--- src/rtl/i2c_pkg.sv ---
// i2c_pkg: shared FSM encoding and bus constants for the I2C target.
// Imported by i2c_slave.
package i2c_pkg;

  typedef enum logic [3:0] {
    IDLE,
    ADDR,
    ADDR_ACK,
    PTR,
    PTR_ACK,
    WR_DATA,
    WR_ACK,
    RD_DATA,
    RD_ACK,
    WAIT_STOP
  } i2c_state_e;

  localparam logic [6:0] I2C_GENCALL_ADDR = 7'h00;
  localparam logic       I2C_RW_READ      = 1'b1;

endpackage

--- src/rtl/i2c_slave_if.sv ---
// i2c_slave_if: pad levels plus register-bank port of the I2C target.
// slave modport for the target, master modport for the bus/bank side.
interface i2c_slave_if;
  logic       i_scl;
  logic       i_sda;
  logic       o_sda;
  logic [7:0] o_reg_addr;
  logic [7:0] i_rd_data;
  logic [7:0] o_wr_data;
  logic       o_wr_stb;
  logic       o_busy;

  modport slave (
    input  i_scl, i_sda, i_rd_data,
    output o_sda, o_reg_addr, o_wr_data,
    output o_wr_stb, o_busy
  );

  modport master (
    output i_scl, i_sda, i_rd_data,
    input  o_sda, o_reg_addr, o_wr_data,
    input  o_wr_stb, o_busy
  );
endinterface

--- src/rtl/i2c_line_filter.sv ---
// i2c_line_filter: 2-FF synchroniser, FILTER_LEN debounce and
// single-cycle rise/fall pulses of the filtered level.
module i2c_line_filter #(
  parameter int FILTER_LEN = 4
) (
  input  logic clk,
  input  logic reset,
  input  logic pad,
  output logic level,
  output logic rise,
  output logic fall
);
  localparam int CW = $clog2(FILTER_LEN) + 1;

  logic [1:0]    sync;
  logic [CW-1:0] cnt;

  // accept a new level only after FILTER_LEN equal samples
  always_ff @(posedge clk) begin
    if (reset) begin
      sync  <= 2'b11;
      level <= 1'b1;
      cnt   <= '0;
      rise  <= 1'b0;
      fall  <= 1'b0;
    end else begin
      sync <= {sync[0], pad};
      rise <= 1'b0;
      fall <= 1'b0;
      if (sync[1] == level) begin
        cnt <= '0;
      end else if (cnt == CW'(FILTER_LEN - 1)) begin
        level <= sync[1];
        cnt   <= '0;
        rise  <= sync[1];
        fall  <= ~sync[1];
      end else begin
        cnt <= cnt + CW'(1);
      end
    end
  end
endmodule

--- src/rtl/i2c_slave.sv ---
// i2c_slave: I2C target with pointer byte and auto-increment bank access.
// Define I2C_SLAVE_GENCALL_EN to ACK general call (8'h00) as a write to 0.
module i2c_slave
  import i2c_pkg::*;
#(
  parameter logic [6:0] SLAVE_ADDR = 7'h50,
  parameter int         FILTER_LEN = 4
) (
  input  logic        clk,
  input  logic        reset,
  i2c_slave_if.slave  bus
);
  logic scl_f, scl_rise, scl_fall;
  logic sda_f, sda_rise, sda_fall;
  logic start, stop, sda_upd;

  i2c_state_e state, state_n;
  logic [3:0] cnt, cnt_n;
  logic [7:0] sh, sh_n;
  logic [7:0] addr_q, addr_n;
  logic [7:0] wdata, wdata_n;
  logic [7:0] byte_in;
  logic       sda_q, sda_n;
  logic       stb, stb_n;
  logic       busy, busy_n;
  logic       inc, inc_n;
  logic       rw, rw_n;
  logic       gc, gc_n;

  i2c_line_filter #(.FILTER_LEN(FILTER_LEN)) u_scl (
    .clk   (clk),
    .reset (reset),
    .pad   (bus.i_scl),
    .level (scl_f),
    .rise  (scl_rise),
    .fall  (scl_fall)
  );

  i2c_line_filter #(.FILTER_LEN(FILTER_LEN)) u_sda (
    .clk   (clk),
    .reset (reset),
    .pad   (bus.i_sda),
    .level (sda_f),
    .rise  (sda_rise),
    .fall  (sda_fall)
  );

  assign start   = sda_fall & scl_f;
  assign stop    = sda_rise & scl_f;
  assign byte_in = {sh[6:0], sda_f};

  assign bus.o_sda      = sda_q;
  assign bus.o_reg_addr = addr_q;
  assign bus.o_wr_data  = wdata;
  assign bus.o_wr_stb   = stb;
  assign bus.o_busy     = busy;

  // state and datapath registers; SDA released on reset
  always_ff @(posedge clk) begin
    if (reset) begin
      state   <= IDLE;
      cnt     <= '0;
      sh      <= '0;
      addr_q  <= '0;
      wdata   <= '0;
      sda_q   <= 1'b1;
      stb     <= 1'b0;
      busy    <= 1'b0;
      inc     <= 1'b0;
      rw      <= 1'b0;
      gc      <= 1'b0;
      sda_upd <= 1'b0;
    end else begin
      state   <= state_n;
      cnt     <= cnt_n;
      sh      <= sh_n;
      addr_q  <= addr_n;
      wdata   <= wdata_n;
      sda_q   <= sda_n;
      stb     <= stb_n;
      busy    <= busy_n;
      inc     <= inc_n;
      rw      <= rw_n;
      gc      <= gc_n;
      sda_upd <= scl_fall;
    end
  end

  // next state; bus conditions override bit handling
  always_comb begin
    state_n = state;
    cnt_n   = cnt;
    sh_n    = sh;
    addr_n  = addr_q;
    wdata_n = wdata;
    sda_n   = sda_q;
    stb_n   = 1'b0;
    busy_n  = busy;
    inc_n   = 1'b0;
    rw_n    = rw;
    gc_n    = gc;

    if (inc) addr_n = addr_q + 8'd1;

    if (start) begin
      state_n = ADDR;
      cnt_n   = '0;
      sda_n   = 1'b1;
      gc_n    = 1'b0;
    end else if (stop) begin
      state_n = IDLE;
      cnt_n   = '0;
      sda_n   = 1'b1;
      busy_n  = 1'b0;
    end else begin
      case (state)
        ADDR: if (scl_rise) begin
          sh_n  = byte_in;
          cnt_n = cnt + 4'd1;
          if (cnt == 4'd7) begin
            if (byte_in[7:1] == SLAVE_ADDR) begin
              state_n = ADDR_ACK;
              busy_n  = 1'b1;
              rw_n    = (byte_in[0] == I2C_RW_READ);
`ifdef I2C_SLAVE_GENCALL_EN
            end else if (byte_in == {I2C_GENCALL_ADDR, 1'b0}) begin
              state_n = ADDR_ACK;
              busy_n  = 1'b1;
              rw_n    = 1'b0;
              gc_n    = 1'b1;
`endif
            end else begin
              state_n = WAIT_STOP;
            end
          end
        end
        ADDR_ACK: if (sda_upd) begin
          if (sda_q) begin
            sda_n = 1'b0;
          end else if (rw) begin
            sh_n    = bus.i_rd_data;
            sda_n   = bus.i_rd_data[7];
            cnt_n   = 4'd1;
            inc_n   = 1'b1;
            state_n = RD_DATA;
          end else begin
            sda_n = 1'b1;
            cnt_n = '0;
            if (gc) begin
              state_n = WR_DATA;
              addr_n  = 8'h00;
            end else begin
              state_n = PTR;
            end
          end
        end
        PTR: if (scl_rise) begin
          sh_n  = byte_in;
          cnt_n = cnt + 4'd1;
          if (cnt == 4'd7) begin
            addr_n  = byte_in;
            state_n = PTR_ACK;
          end
        end
        WR_DATA: if (scl_rise) begin
          sh_n  = byte_in;
          cnt_n = cnt + 4'd1;
          if (cnt == 4'd7) begin
            wdata_n = byte_in;
            stb_n   = 1'b1;
            inc_n   = 1'b1;
            state_n = WR_ACK;
          end
        end
        PTR_ACK, WR_ACK: if (sda_upd) begin
          if (sda_q) begin
            sda_n = 1'b0;
          end else begin
            sda_n   = 1'b1;
            cnt_n   = '0;
            state_n = WR_DATA;
          end
        end
        RD_DATA: if (sda_upd) begin
          if (cnt == 4'd0) begin
            sh_n  = bus.i_rd_data;
            sda_n = bus.i_rd_data[7];
            cnt_n = 4'd1;
            inc_n = 1'b1;
          end else if (cnt == 4'd8) begin
            sda_n   = 1'b1;
            state_n = RD_ACK;
          end else begin
            sda_n = sh[6];
            sh_n  = {sh[6:0], 1'b0};
            cnt_n = cnt + 4'd1;
          end
        end
        RD_ACK: if (scl_rise) begin
          if (sda_f) begin
            state_n = WAIT_STOP;
          end else begin
            state_n = RD_DATA;
            cnt_n   = '0;
          end
        end
        default: sda_n = 1'b1;
      endcase
    end
  end
endmodule
--- src/flat_wrapper.sv ---
// flat-port wrapper written by rule: the top's interface ports become plain ports
module i2c_slave_flat import i2c_pkg::*;
#(
  parameter logic [6:0] SLAVE_ADDR = 7'h50,
  parameter int         FILTER_LEN = 4
)
  (clk, reset, bus_i_scl, bus_i_sda, bus_i_rd_data, bus_o_sda, bus_o_reg_addr, bus_o_wr_data, bus_o_wr_stb, bus_o_busy);
  i2c_slave_if bus_i ();
  input  logic clk;
  input  logic reset;
  input wire logic [$bits(bus_i.i_scl)-1:0] bus_i_scl;
  input wire logic [$bits(bus_i.i_sda)-1:0] bus_i_sda;
  input wire logic [$bits(bus_i.i_rd_data)-1:0] bus_i_rd_data;
  output wire logic [$bits(bus_i.o_sda)-1:0] bus_o_sda;
  output wire logic [$bits(bus_i.o_reg_addr)-1:0] bus_o_reg_addr;
  output wire logic [$bits(bus_i.o_wr_data)-1:0] bus_o_wr_data;
  output wire logic [$bits(bus_i.o_wr_stb)-1:0] bus_o_wr_stb;
  output wire logic [$bits(bus_i.o_busy)-1:0] bus_o_busy;
  assign bus_i.i_scl = bus_i_scl;
  assign bus_i.i_sda = bus_i_sda;
  assign bus_i.i_rd_data = bus_i_rd_data;
  assign bus_o_sda = bus_i.o_sda;
  assign bus_o_reg_addr = bus_i.o_reg_addr;
  assign bus_o_wr_data = bus_i.o_wr_data;
  assign bus_o_wr_stb = bus_i.o_wr_stb;
  assign bus_o_busy = bus_i.o_busy;
  i2c_slave #(.SLAVE_ADDR(SLAVE_ADDR), .FILTER_LEN(FILTER_LEN)) u_core (.clk(clk), .reset(reset), .bus(bus_i));
endmodule
--- config.mk ---
export PLATFORM = sky130hd
export DESIGN_NAME = i2c_slave_flat
export DESIGN_NICKNAME = d
export VERILOG_FILES = /design/src/rtl/i2c_pkg.sv /design/src/rtl/i2c_slave_if.sv /design/src/rtl/i2c_line_filter.sv /design/src/rtl/i2c_slave.sv /design/src/flat_wrapper.sv
export SDC_FILE = /design/constraint.sdc
export NUM_CORES = 1
export LEC_CHECK = 0
export CORE_MARGIN = 4
export CORE_UTILIZATION = 55
export DETAILED_ROUTE_END_ITERATION = 10
export PLACE_DENSITY = 0.89
export SETUP_SLACK_MARGIN = 0.2
export SLEW_MARGIN = 15
export SYNTH_ARGS = -nofsm -noshare
export SYNTH_HDL_FRONTEND = slang
export SYNTH_HIERARCHICAL = 1
export SYNTH_SLANG_ARGS = --single-unit
export TNS_END_PERCENT = 5
--- constraint.sdc ---
create_clock -name clk -period 2.2 [get_ports clk]
set_input_delay 0.33 -clock clk [delete_from_list [all_inputs] [get_ports clk]]
set_output_delay 0.33 -clock clk [all_outputs]
set_load 0.005 [all_outputs]
==> impl_metrics.toml <==
[min_path]
worstHoldStart = "u_core/u_sda/sync[0]$_SDFF_PP1_"
hp-class = "register to register"
hold_depth = 1
min_to = "u_core/u_sda/sync[1]$_SDFF_PP1_"

[yosys]
yosys-top-cells-area = "dfxtp_1 (39%), nor2_1 (5.2%), mux2i_1 (4.0%)"
yosysSeqAreaShare_pct = 38.8
ys.flop_type = "dfxtp_1"
postSynthAreaPerCell_um2 = 8.98
yosys.area.top_type_share_pct = 38.8
async_flop_share_pct = 0
synth_common_cells = "dfxtp_1 (53), nor2_1 (38), nand2_1 (23), a21oi_1 (16), inv_1 (13)"
yosys_warnings = 6
ys_types = 56
synth_edf_count = 0
synth_most_common_cell = "dfxtp_1"
ys_seq_elements = 53
synth_nets = 323
synth_top_area_cell = "dfxtp_1"
syn_inst = 304
syn_area_um2 = 2730

[detailed_routing]
dr.first_iter.drc_count = 253
totalWireLength_um = 6940
viasPerCell = 6.09
drc = 0
avgRoutedWirePerCell_um = 17.1
dr.pass1.iters = 5
ant_nets = 0
dr_total_vias = 2466

[setup_path]
worstPathCellList = "inv_1, ha_1, or3b_2, o32ai_1, a2111oi_0, a21oi_1"
cp_data_arrival_time_ns = 2.14
critPathSlowestCell = "a2111oi_0"
reg2regPathDepth = 6
path_buf_inv = 1
regToRegEndpoint = "u_core/bus.o_sda$_SDFFE_PP1P_"
critical_path_class = "register to register"
path_delay_family = "compound AO/OA/AOI/OAI gates"
slowest_delay_ns = 0.57
r2r_slack_ns = 0.24
cp-end-kind = "register"
start_kind = "register"
path_max_fanout = 5
reg2reg_from = "u_core/cnt[0]$_SDFFE_PP0P_"
worstPathRequired_ns = 2.38

[placement]
dp_hpwl_um = 4700
port_buffers = 30
globalplace.congestion = 0.962
place_area_um2 = 3100

[floorplan]
die_width_um = 78.5
dieArea_um2 = 6160
io_pins = 31
rows = 25
die_y_um = 78.5
core_area_um2 = 4750
start_util_pct = 57.4

[final_layout]
drive_gt1_share_pct = 15.7
diodes = 0
syn2layout_area_growth_pct = 18.6
finalInstanceArea_um2 = 3240
fin_util_pct = 68.1
fin_nets = 356

[power]
p_leak_uw = 0.00122
switching_share_pct = 39.5
p_sw_uw = 1240
comb_power_share_pct = 38.8
p_int_uw = 1900
sequentialPowerShare_pct = 39.8
cellPowerDensity_nw_per_um2 = 968
ir_worst_vdd_mv = 0.680
power.share.clock_pct = 21.4

[timing]
fmax_mhz = 511
finalSetupTns_ns = 0
clock_skew_ns = 0.00811
relSlewSlack_pct = 56.4
fin_crit_sh_pct = 88.9
setup_viol = 0
drv_slew = 0
fin_crit_ns = 1.96
worst_pin_slew_ns = 0.648
hold_viol = 0
rsz0062_at_grt = "yes"

[clock_tree]
insertion_delay_ns = 0.31
cts_num_sinks = 53
clkSlewWorstSetupHoldPaths_ns = 0.10
root_buffer = "clkbuf_8"
cts_tree = "built"
hold_buffers = 0
cts_made_buffers = 5
clock_path_buffers = 2
h-tree-depth = 2

[global_route]
grt.busiest_layer = "met2"
met3_usage_pct = 4.93
gr-usage-all-layers_pct = 23.0
antenna_found_initial = 0
grt.overflow.total = 0
grt_max_degree = 46
met1_usage_pct = 28.0
grt_pass1_vias = 2368
use_met2_pct = 40.1
grt_pass1_wl_um = 11200

[run_status]
status = "finished, final reports clean"

[job]
drv_cap = 0
-- per-stage QoR --
stage               std cells  power (uW)  setup WS [ns]  hold WS, ns
finish                    405        3140          0.244        0.442
global route              405        3310          0.165        0.457
CTS                       404        3070          0.229        0.450
detailed placement        396        2390          0.155        0.421
global placement          396        2350          0.252        0.400
floorplan                 304        2150          0.412        0.389
-- final cells by class --
type,instances,area [um2]
clock inverters,3,43.8
fillers,373,1520
repair buffers,41,383
well taps,67,83.8
inverters,13,48.8
clock buffers,5,68.8
multi-input cells,223,1540
flip-flops and latches,53,1070
-- cell usage in the layout, fill, tap and decap left out, types with 6 or more instances in the layout --
cell type and count:
a211oi_1 12, a21oi_1 16, buf_4 11, clkdlybuf4s50_1 30, dfxtp_1 49, ha_1 7, inv_1 13, mux2i_1 11
nand2_1 23, nand4_1 7, nor2_1 38, nor2b_1 8, nor3_1 10, o21ai_0 6, or2_2 6
-- state kept, by name, indices dropped and copies added, names as in the netlist, 2 cells and up --
| name | flops |
|---|---|
| u_core/u_sda/cnt | 3 |
| u_core/sh | 7 |
| u_core/bus.o_reg_addr | 8 |
| u_core/u_scl/sync | 2 |
| u_core/bus.o_wr_data | 8 |
| u_core/cnt | 4 |
| u_core/state | 4 |
| u_core/u_scl/cnt | 3 |
| u_core/u_sda/sync | 2 |
-- what timing repair did --
action                     in CTS  in global routing
gates resized for setup         0                  6
buffers inserted                0                  0
setup endpoints to repair       0                 14
-- power groups by stage --
stage / Clock (uW) / Combinational, uW / Sequential, uW
6_report: 672 / 1220 / 1250
5_1_grt: 720 / 1330 / 1270
4_1_cts: 682 / 1160 / 1230
3_5_place_dp: 0 / 1140 / 1250
3_3_place_gp: 0 / 1110 / 1240
2_1_floorplan: 0 / 1030 / 1120
-- cell families after synthesis --
group                      Yosys count  share of synthesized area (%)
buffers and inverters               29                           5.31
muxes                               11                           4.03
and+or+nand+nor                    126                           25.8
adders and majority gates            7                           3.21
AOI/OAI and AO/OA                   69                           19.9
xor gates and xnor gates             9                           2.89
DFF                                 53                           38.8
-- worst max-delay path by stage --
| stage | start | depth (start not counted) | end | slack (ns) |
|---|---|---|---|---|
| finish | u_core/cnt[0]$_SDFFE_PP0P_ | 6 | u_core/bus.o_sda$_SDFFE_PP1P_ | 0.24 |
| global route | u_core/cnt[0]$_SDFFE_PP0P_ | 6 | u_core/sh[6]$_SDFFE_PP0P_ | 0.17 |
| CTS | u_core/cnt[0]$_SDFFE_PP0P_ | 7 | u_core/cnt[3]$_SDFFE_PP0P_ | 0.23 |
| detailed placement | reset | 5 | u_core/bus.o_sda$_SDFFE_PP1P_ | 0.15 |
| global placement | reset | 5 | u_core/bus.o_sda$_SDFFE_PP1P_ | 0.25 |
| floorplan | u_core/cnt[0]$_SDFFE_PP0P_ | 7 | u_core/cnt[3]$_SDFFE_PP0P_ | 0.41 |
-- per-layer routing --
metal	up-vias	wire [um]
met5	-	0
met4	0	181
met3	22	467
met2	104	3390
met1	1164	2900
li1	1176	-
(Power assumes the default switching activity.)
